--- config.mk ---
export PLATFORM = sky130hd
export DESIGN_NAME = painterengine_gpu_displayscan
export DESIGN_NICKNAME = d
export VERILOG_FILES = /design/src/rtl/painterengine_gpu_displayscan.sv
export SDC_FILE = /design/constraint.sdc
export NUM_CORES = 1
export LEC_CHECK = 0
export ABC_AREA = 1
export CORE_MARGIN = 2
export CORE_UTILIZATION = 51
export DETAILED_ROUTE_END_ITERATION = 8
export MAX_ROUTING_LAYER = met4
export PLACE_DENSITY = 0.78
export RECOVER_POWER = 100
export SLEW_MARGIN = 10
export SYNTH_ARGS = -nofsm -noshare
export SYNTH_HDL_FRONTEND = slang
export SYNTH_SLANG_ARGS = --single-unit
--- constraint.sdc ---
create_clock -name i_wire_clock -period 2.55 [get_ports i_wire_clock]
set_input_delay 0.51 -clock i_wire_clock [delete_from_list [all_inputs] [get_ports i_wire_clock]]
set_output_delay 0.51 -clock i_wire_clock [all_outputs]
set_load 0.02 [all_outputs]
--- src/rtl/painterengine_gpu_displayscan.sv ---
// Display scan sequencer: walks the clipped window of a texture in raster order and
// issues one 32-bit pixel byte address per handshake, with line/frame/done status.
module painterengine_gpu_displayscan (
    input  logic        i_wire_clock,
    input  logic        i_wire_resetn,
    input  logic        i_wire_clip_valid,
    input  logic [15:0] i_wire_clip_width,
    input  logic [15:0] i_wire_clip_height,
    input  logic [15:0] i_wire_image_width,
    input  logic [31:0] i_wire_texture_address,
    input  logic        i_wire_frame_start,
    input  logic        i_wire_addr_ready,
    output logic [31:0] o_wire_addr,
    output logic        o_wire_addr_valid,
    output logic [15:0] o_wire_x,
    output logic [15:0] o_wire_y,
    output logic        o_wire_line_last,
    output logic        o_wire_frame_last,
    output logic        o_wire_busy,
    output logic        o_wire_done
);

    typedef enum logic [1:0] {IDLE, SCAN, DONE} state_t;

    state_t      state_q;
    logic [15:0] width_q;
    logic [15:0] height_q;
    logic [15:0] stride_q;
    logic [15:0] x_q;
    logic [15:0] y_q;
    logic [31:0] addr_q;
    logic [31:0] rowBase_q;
    logic        valid_q;
    logic        lineLast_q;
    logic        frameLast_q;
    logic        busy_q;
    logic        done_q;

    logic [15:0] lastX_d;
    logic [15:0] lastY_d;
    logic [15:0] xNext_d;
    logic [15:0] yNext_d;
    logic [31:0] rowStep_d;
    logic [31:0] nextRowBase_d;
    logic        atLineEnd_d;
    logic        atFrameEnd_d;
    logic        accept_d;
    logic        startOk_d;
    logic        startEmpty_d;

    assign lastX_d       = width_q - 16'd1;
    assign lastY_d       = height_q - 16'd1;
    assign xNext_d       = x_q + 16'd1;
    assign yNext_d       = y_q + 16'd1;
    // Stride is in pixels; the row step in bytes is stride*4, zero-extended.
    assign rowStep_d     = {14'd0, stride_q, 2'b00};
    assign nextRowBase_d = rowBase_q + rowStep_d;
    assign atLineEnd_d   = (x_q == lastX_d);
    assign atFrameEnd_d  = (y_q == lastY_d);
    assign accept_d      = valid_q & i_wire_addr_ready;
    assign startOk_d     = i_wire_frame_start & i_wire_clip_valid;
    assign startEmpty_d  = (i_wire_clip_width == 16'd0) || (i_wire_clip_height == 16'd0);

    // Line/frame-last flags are computed for the position being loaded so they stay registered.
    always_ff @(posedge i_wire_clock or negedge i_wire_resetn) begin
        if (!i_wire_resetn) begin
            state_q     <= IDLE;
            width_q     <= 16'd0;
            height_q    <= 16'd0;
            stride_q    <= 16'd0;
            x_q         <= 16'd0;
            y_q         <= 16'd0;
            addr_q      <= 32'd0;
            rowBase_q   <= 32'd0;
            valid_q     <= 1'b0;
            lineLast_q  <= 1'b0;
            frameLast_q <= 1'b0;
            busy_q      <= 1'b0;
            done_q      <= 1'b0;
        end else begin
            case (state_q)
                IDLE: begin
                    done_q <= 1'b0;
                    if (startOk_d) begin
                        width_q   <= i_wire_clip_width;
                        height_q  <= i_wire_clip_height;
                        stride_q  <= i_wire_image_width;
                        addr_q    <= i_wire_texture_address;
                        rowBase_q <= i_wire_texture_address;
                        x_q       <= 16'd0;
                        y_q       <= 16'd0;
                        busy_q    <= 1'b1;
                        if (startEmpty_d) begin
                            state_q     <= DONE;
                            valid_q     <= 1'b0;
                            lineLast_q  <= 1'b0;
                            frameLast_q <= 1'b0;
                            done_q      <= 1'b1;
                        end else begin
                            state_q     <= SCAN;
                            valid_q     <= 1'b1;
                            lineLast_q  <= (i_wire_clip_width == 16'd1);
                            frameLast_q <= (i_wire_clip_width == 16'd1) &&
                                           (i_wire_clip_height == 16'd1);
                        end
                    end
                end
                SCAN: begin
                    if (accept_d) begin
                        if (!atLineEnd_d) begin
                            x_q         <= xNext_d;
                            addr_q      <= addr_q + 32'd4;
                            lineLast_q  <= (xNext_d == lastX_d);
                            frameLast_q <= (xNext_d == lastX_d) && atFrameEnd_d;
                        end else if (!atFrameEnd_d) begin
                            x_q         <= 16'd0;
                            y_q         <= yNext_d;
                            rowBase_q   <= nextRowBase_d;
                            addr_q      <= nextRowBase_d;
                            lineLast_q  <= (lastX_d == 16'd0);
                            frameLast_q <= (lastX_d == 16'd0) && (yNext_d == lastY_d);
                        end else begin
                            state_q     <= DONE;
                            valid_q     <= 1'b0;
                            lineLast_q  <= 1'b0;
                            frameLast_q <= 1'b0;
                            done_q      <= 1'b1;
                        end
                    end
                end
                DONE: begin
                    state_q <= IDLE;
                    done_q  <= 1'b0;
                    busy_q  <= 1'b0;
                end
                default: begin
                    state_q     <= IDLE;
                    valid_q     <= 1'b0;
                    lineLast_q  <= 1'b0;
                    frameLast_q <= 1'b0;
                    busy_q      <= 1'b0;
                    done_q      <= 1'b0;
                end
            endcase
        end
    end

    assign o_wire_addr       = addr_q;
    assign o_wire_addr_valid = valid_q;
    assign o_wire_x          = x_q;
    assign o_wire_y          = y_q;
    assign o_wire_line_last  = lineLast_q;
    assign o_wire_frame_last = frameLast_q;
    assign o_wire_busy       = busy_q;
    assign o_wire_done       = done_q;

endmodule

==> metrics.txt <==
run status=finished, violations left; failing checks=negative setup slack; crit-path max cell delay=0.43 ns; CP Launch Type=flop; vias in the first global route=12700; largest family of logic cells by synthesized area=simple AND/OR/NAND/NOR gates; CP required=2.92 ns; Cell Int Power=4.20 mW; synth unique cells=45; synthesized area per cell=6.21 sq um; count of warnings emitted by yosys=0; # nets final=2301; Iter 0 DRT Violations=1509; Final WS setup=-0.158 ns; Clock power frac=47.1%; Area contributors post-synth=dfrtp_1 32%, nand2_1 25%, o21ai_0 6.1%; Die Area=24200 sq um; First-pass DRT Iterations=6; XOR/XNOR share of the synthesized area=5.37%; Critical path buffers and inverters=2; max cap viols=0; # H-tree levels=4; IO buf count=153; Async SR Flop Fraction=100%; Final Setup Violations=96; crit share post-route=106%; Max Clock Freq=0.369 GHz; Global Route Usage Sum=34.8%; ys flop type=dfrtp_1; max_slew headroom=14.7%; synth cell count leaders=786 x nand2_1, 177 x nor2_1, 173 x inv_1; Ant. Diodes=0; first-pass GRT wire length=64900 um; core area=22600 sq um; Crit Path Class=reg2reg; Die Span Y=156 um; CP Cell Sequence=nor2_4, nand2_4, nor2_4, nand2_1, nand2_1, nand2_1, xor2_2, nand2_1, nor2_2, nand3_2, nand2_4, buf_12, nand2_8, nand2_8, clkbuf_16, nand2_1, nand2_1; cells after synthesis=1887; cell mode on critical path=nand2_1; VDD IR-drop max=0.348 mV; Leakage=8.28 nW; TNS Setup=-10.02 ns; Fin. Hold Viols=0; Placer Congestion=0.960; ANT nets after route=0; Vias=14000; post-synth top area share=32.3%; placed cell count=2410; Slew @ Worst Pin=1.28 ns; count leader, synth=nand2_1; grt ovf=0; Post-Synth Adder-Cell Area=2.52%; largest net degree at the start of global routing=50; average routed wire per standard cell=17.7 um; Slowest cell on crit path=dfrtp_1; drt via density=5.62; PwrDens=350 nW/um^2; cell taking the most area after synthesis=dfrtp_1; Layout Cells excl Fill=2491; fin. max-slew vios=0; Worst Hold Class=in2async; total CTS buffers=17; register bit total from synthesis=151; Layout Skew=0.0139 ns; CP max FO=11; RSZ-0062 raised after global routing=yes; Sink Count=151; sequential share of power=42.6%; I/O pin cnt=154; worst skew pair latency=0.44 ns; post-DP HPWL=30500 um; Seq/Total Area, Yosys=32.3%; layout cell share with drive strength beyond 1=19.6%; multiplexer area fraction after synthesis=0%; Compound-Gate Fraction of Synth Area=9.26%; Mapped Area=11700 sq um; internal reg-to-reg setup slack=-0.16 ns; Total Wirelength=44100 um; CTS tree=done; WP data arrival=3.08 ns; CTS Buffer Depth=2; type of destination of the critical path=flop; initial core utilization=51.9%; DP Worst Slack=-0.167 ns; initial antenna violation count=0; Area Growth Syn to Fin=41.7%; Comb pwr share=10.3%; CTS Root Buffer Type=clkbuf_16; Final min period=2.71 ns; Net Count, Synth=1995; Switching Fraction=27.6%; Worst-path clk slew=0.07 ns; die width=156 um; hold buffer count at CTS=0; Net Sw Power=1.60 mW; fillers=1866; Rows=55; DRC Markers=0; Simple-Gate Fraction of Synth Area=42.8%; Top delay family on crit path=simple AND/OR/NAND/NOR gates; Post-synth EDFFs=0
area by class of cell:
class | instances | area, sq um | area share (%)
sequential | 151 | 3790 | 22.8
clock buffer | 17 | 425 | 2.56
timing repair buffer | 335 | 3350 | 20.2
multi-input combinational | 1511 | 7830 | 47.2
inverter | 177 | 672 | 4.05
tap | 285 | 357 | 2.15
clock inverter | 15 | 181 | 1.09
sequential cells by signal, indices dropped and copies added (netlist names):
signal and cells:
state_q 2, o_wire_x 16, height_q 16, o_wire_busy 1, o_wire_y 16, o_wire_addr_valid 1
o_wire_frame_last 1, o_wire_line_last 1, o_wire_done 1, stride_q 16, width_q 16, rowBase_q 32
o_wire_addr 32
repair_timing:
item,in CTS,in global routing
cloned,3,16
pin swaps,17,24
endpoints found under the setup margin,97,100
buffers inserted,15,19
resized for setup,57,240
cells in the final DEF (no fill, tap or decap), types with 33 or more instances in the layout:
| master | instances |
|---|---|
| nand2_1 | 719 |
| inv_1 | 167 |
| dfrtp_1 | 142 |
| nor2_1 | 136 |
| buf_4 | 136 |
| nand3_1 | 120 |
| o21ai_0 | 95 |
| clkdlybuf4s50_1 | 84 |
| dlygate4sd3_1 | 68 |
| nand2_2 | 46 |
| xor2_1 | 46 |
| a21oi_1 | 33 |
| nand4_1 | 33 |
layer usage:
layer | vias up | GRT usage, % | wire [um]
li1 | 6638 | - | -
met1 | 6504 | 47.8 | 18500
met2 | 741 | 53.6 | 20200
met3 | 117 | 5.33 | 4180
met4 | 0 | 10.4 | 1260
met5 | - | - | 0
worst reg2reg max path, delay by kind of cell, from the launching register on:
kind | cells | cell delay (ns)
XOR/XNOR | 1 | 0.25
buffers and inverters | 2 | 0.36
flip-flops | 1 | 0.43
AND/OR/NAND/NOR | 14 | 1.60
power groups by stage:
| stage | sequential (mW) | combinational (mW) | clock, mW |
|---|---|---|---|
| 3_5_place_dp | 2.51 | 0.550 | 0 |
| 2_1_floorplan | 2.51 | 0.207 | 0 |
| 3_3_place_gp | 2.51 | 0.543 | 0 |
| 6_report | 2.47 | 0.598 | 2.73 |
| 4_1_cts | 2.47 | 0.577 | 2.74 |
| 5_1_grt | 2.48 | 0.652 | 2.82 |
stage by stage:
step	instance area, sq um	total power, mW	utilization, %	hold slack [ns]
after global placement	14500	3.05	64.2	0.470
after global routing	16600	5.95	73.5	0.427
final	16600	5.80	73.5	0.326
after CTS	15500	5.79	68.7	0.0175
after detailed placement	14500	3.06	64.2	0.468
after floorplan	11700	2.71	-	0.214
path summary, 6_finish.rpt:
path,cells past startpoint,start,to
worst max-delay path,17,width_q[4]$_DFFE_PN0P_,o_wire_addr[19]$_DFFE_PN0P_
worst min-delay path,1,i_wire_resetn,o_wire_x[6]$_DFFE_PN0P_
worst max register to register,17,width_q[4]$_DFFE_PN0P_,o_wire_addr[19]$_DFFE_PN0P_
worst min register to register,2,stride_q[10]$_DFFE_PN0P_,stride_q[10]$_DFFE_PN0P_
max in group asynchronous,2,i_wire_resetn,height_q[8]$_DFFE_PN0P_
min in group i_wire_clock,2,stride_q[10]$_DFFE_PN0P_,stride_q[10]$_DFFE_PN0P_
cells by family (layout without fill, tap and decap cells):
group                    after synthesis  in the layout
AND/OR/NAND/NOR                     1207           1207
buffers and inverters                225            544
AO/OA/AOI/OAI                        210            210
flip-flops                           151            151
XOR/XNOR                              71             71
adder cells (fa/ha/maj)               23             23
Note: power is estimated with default switching activity, not from simulation.
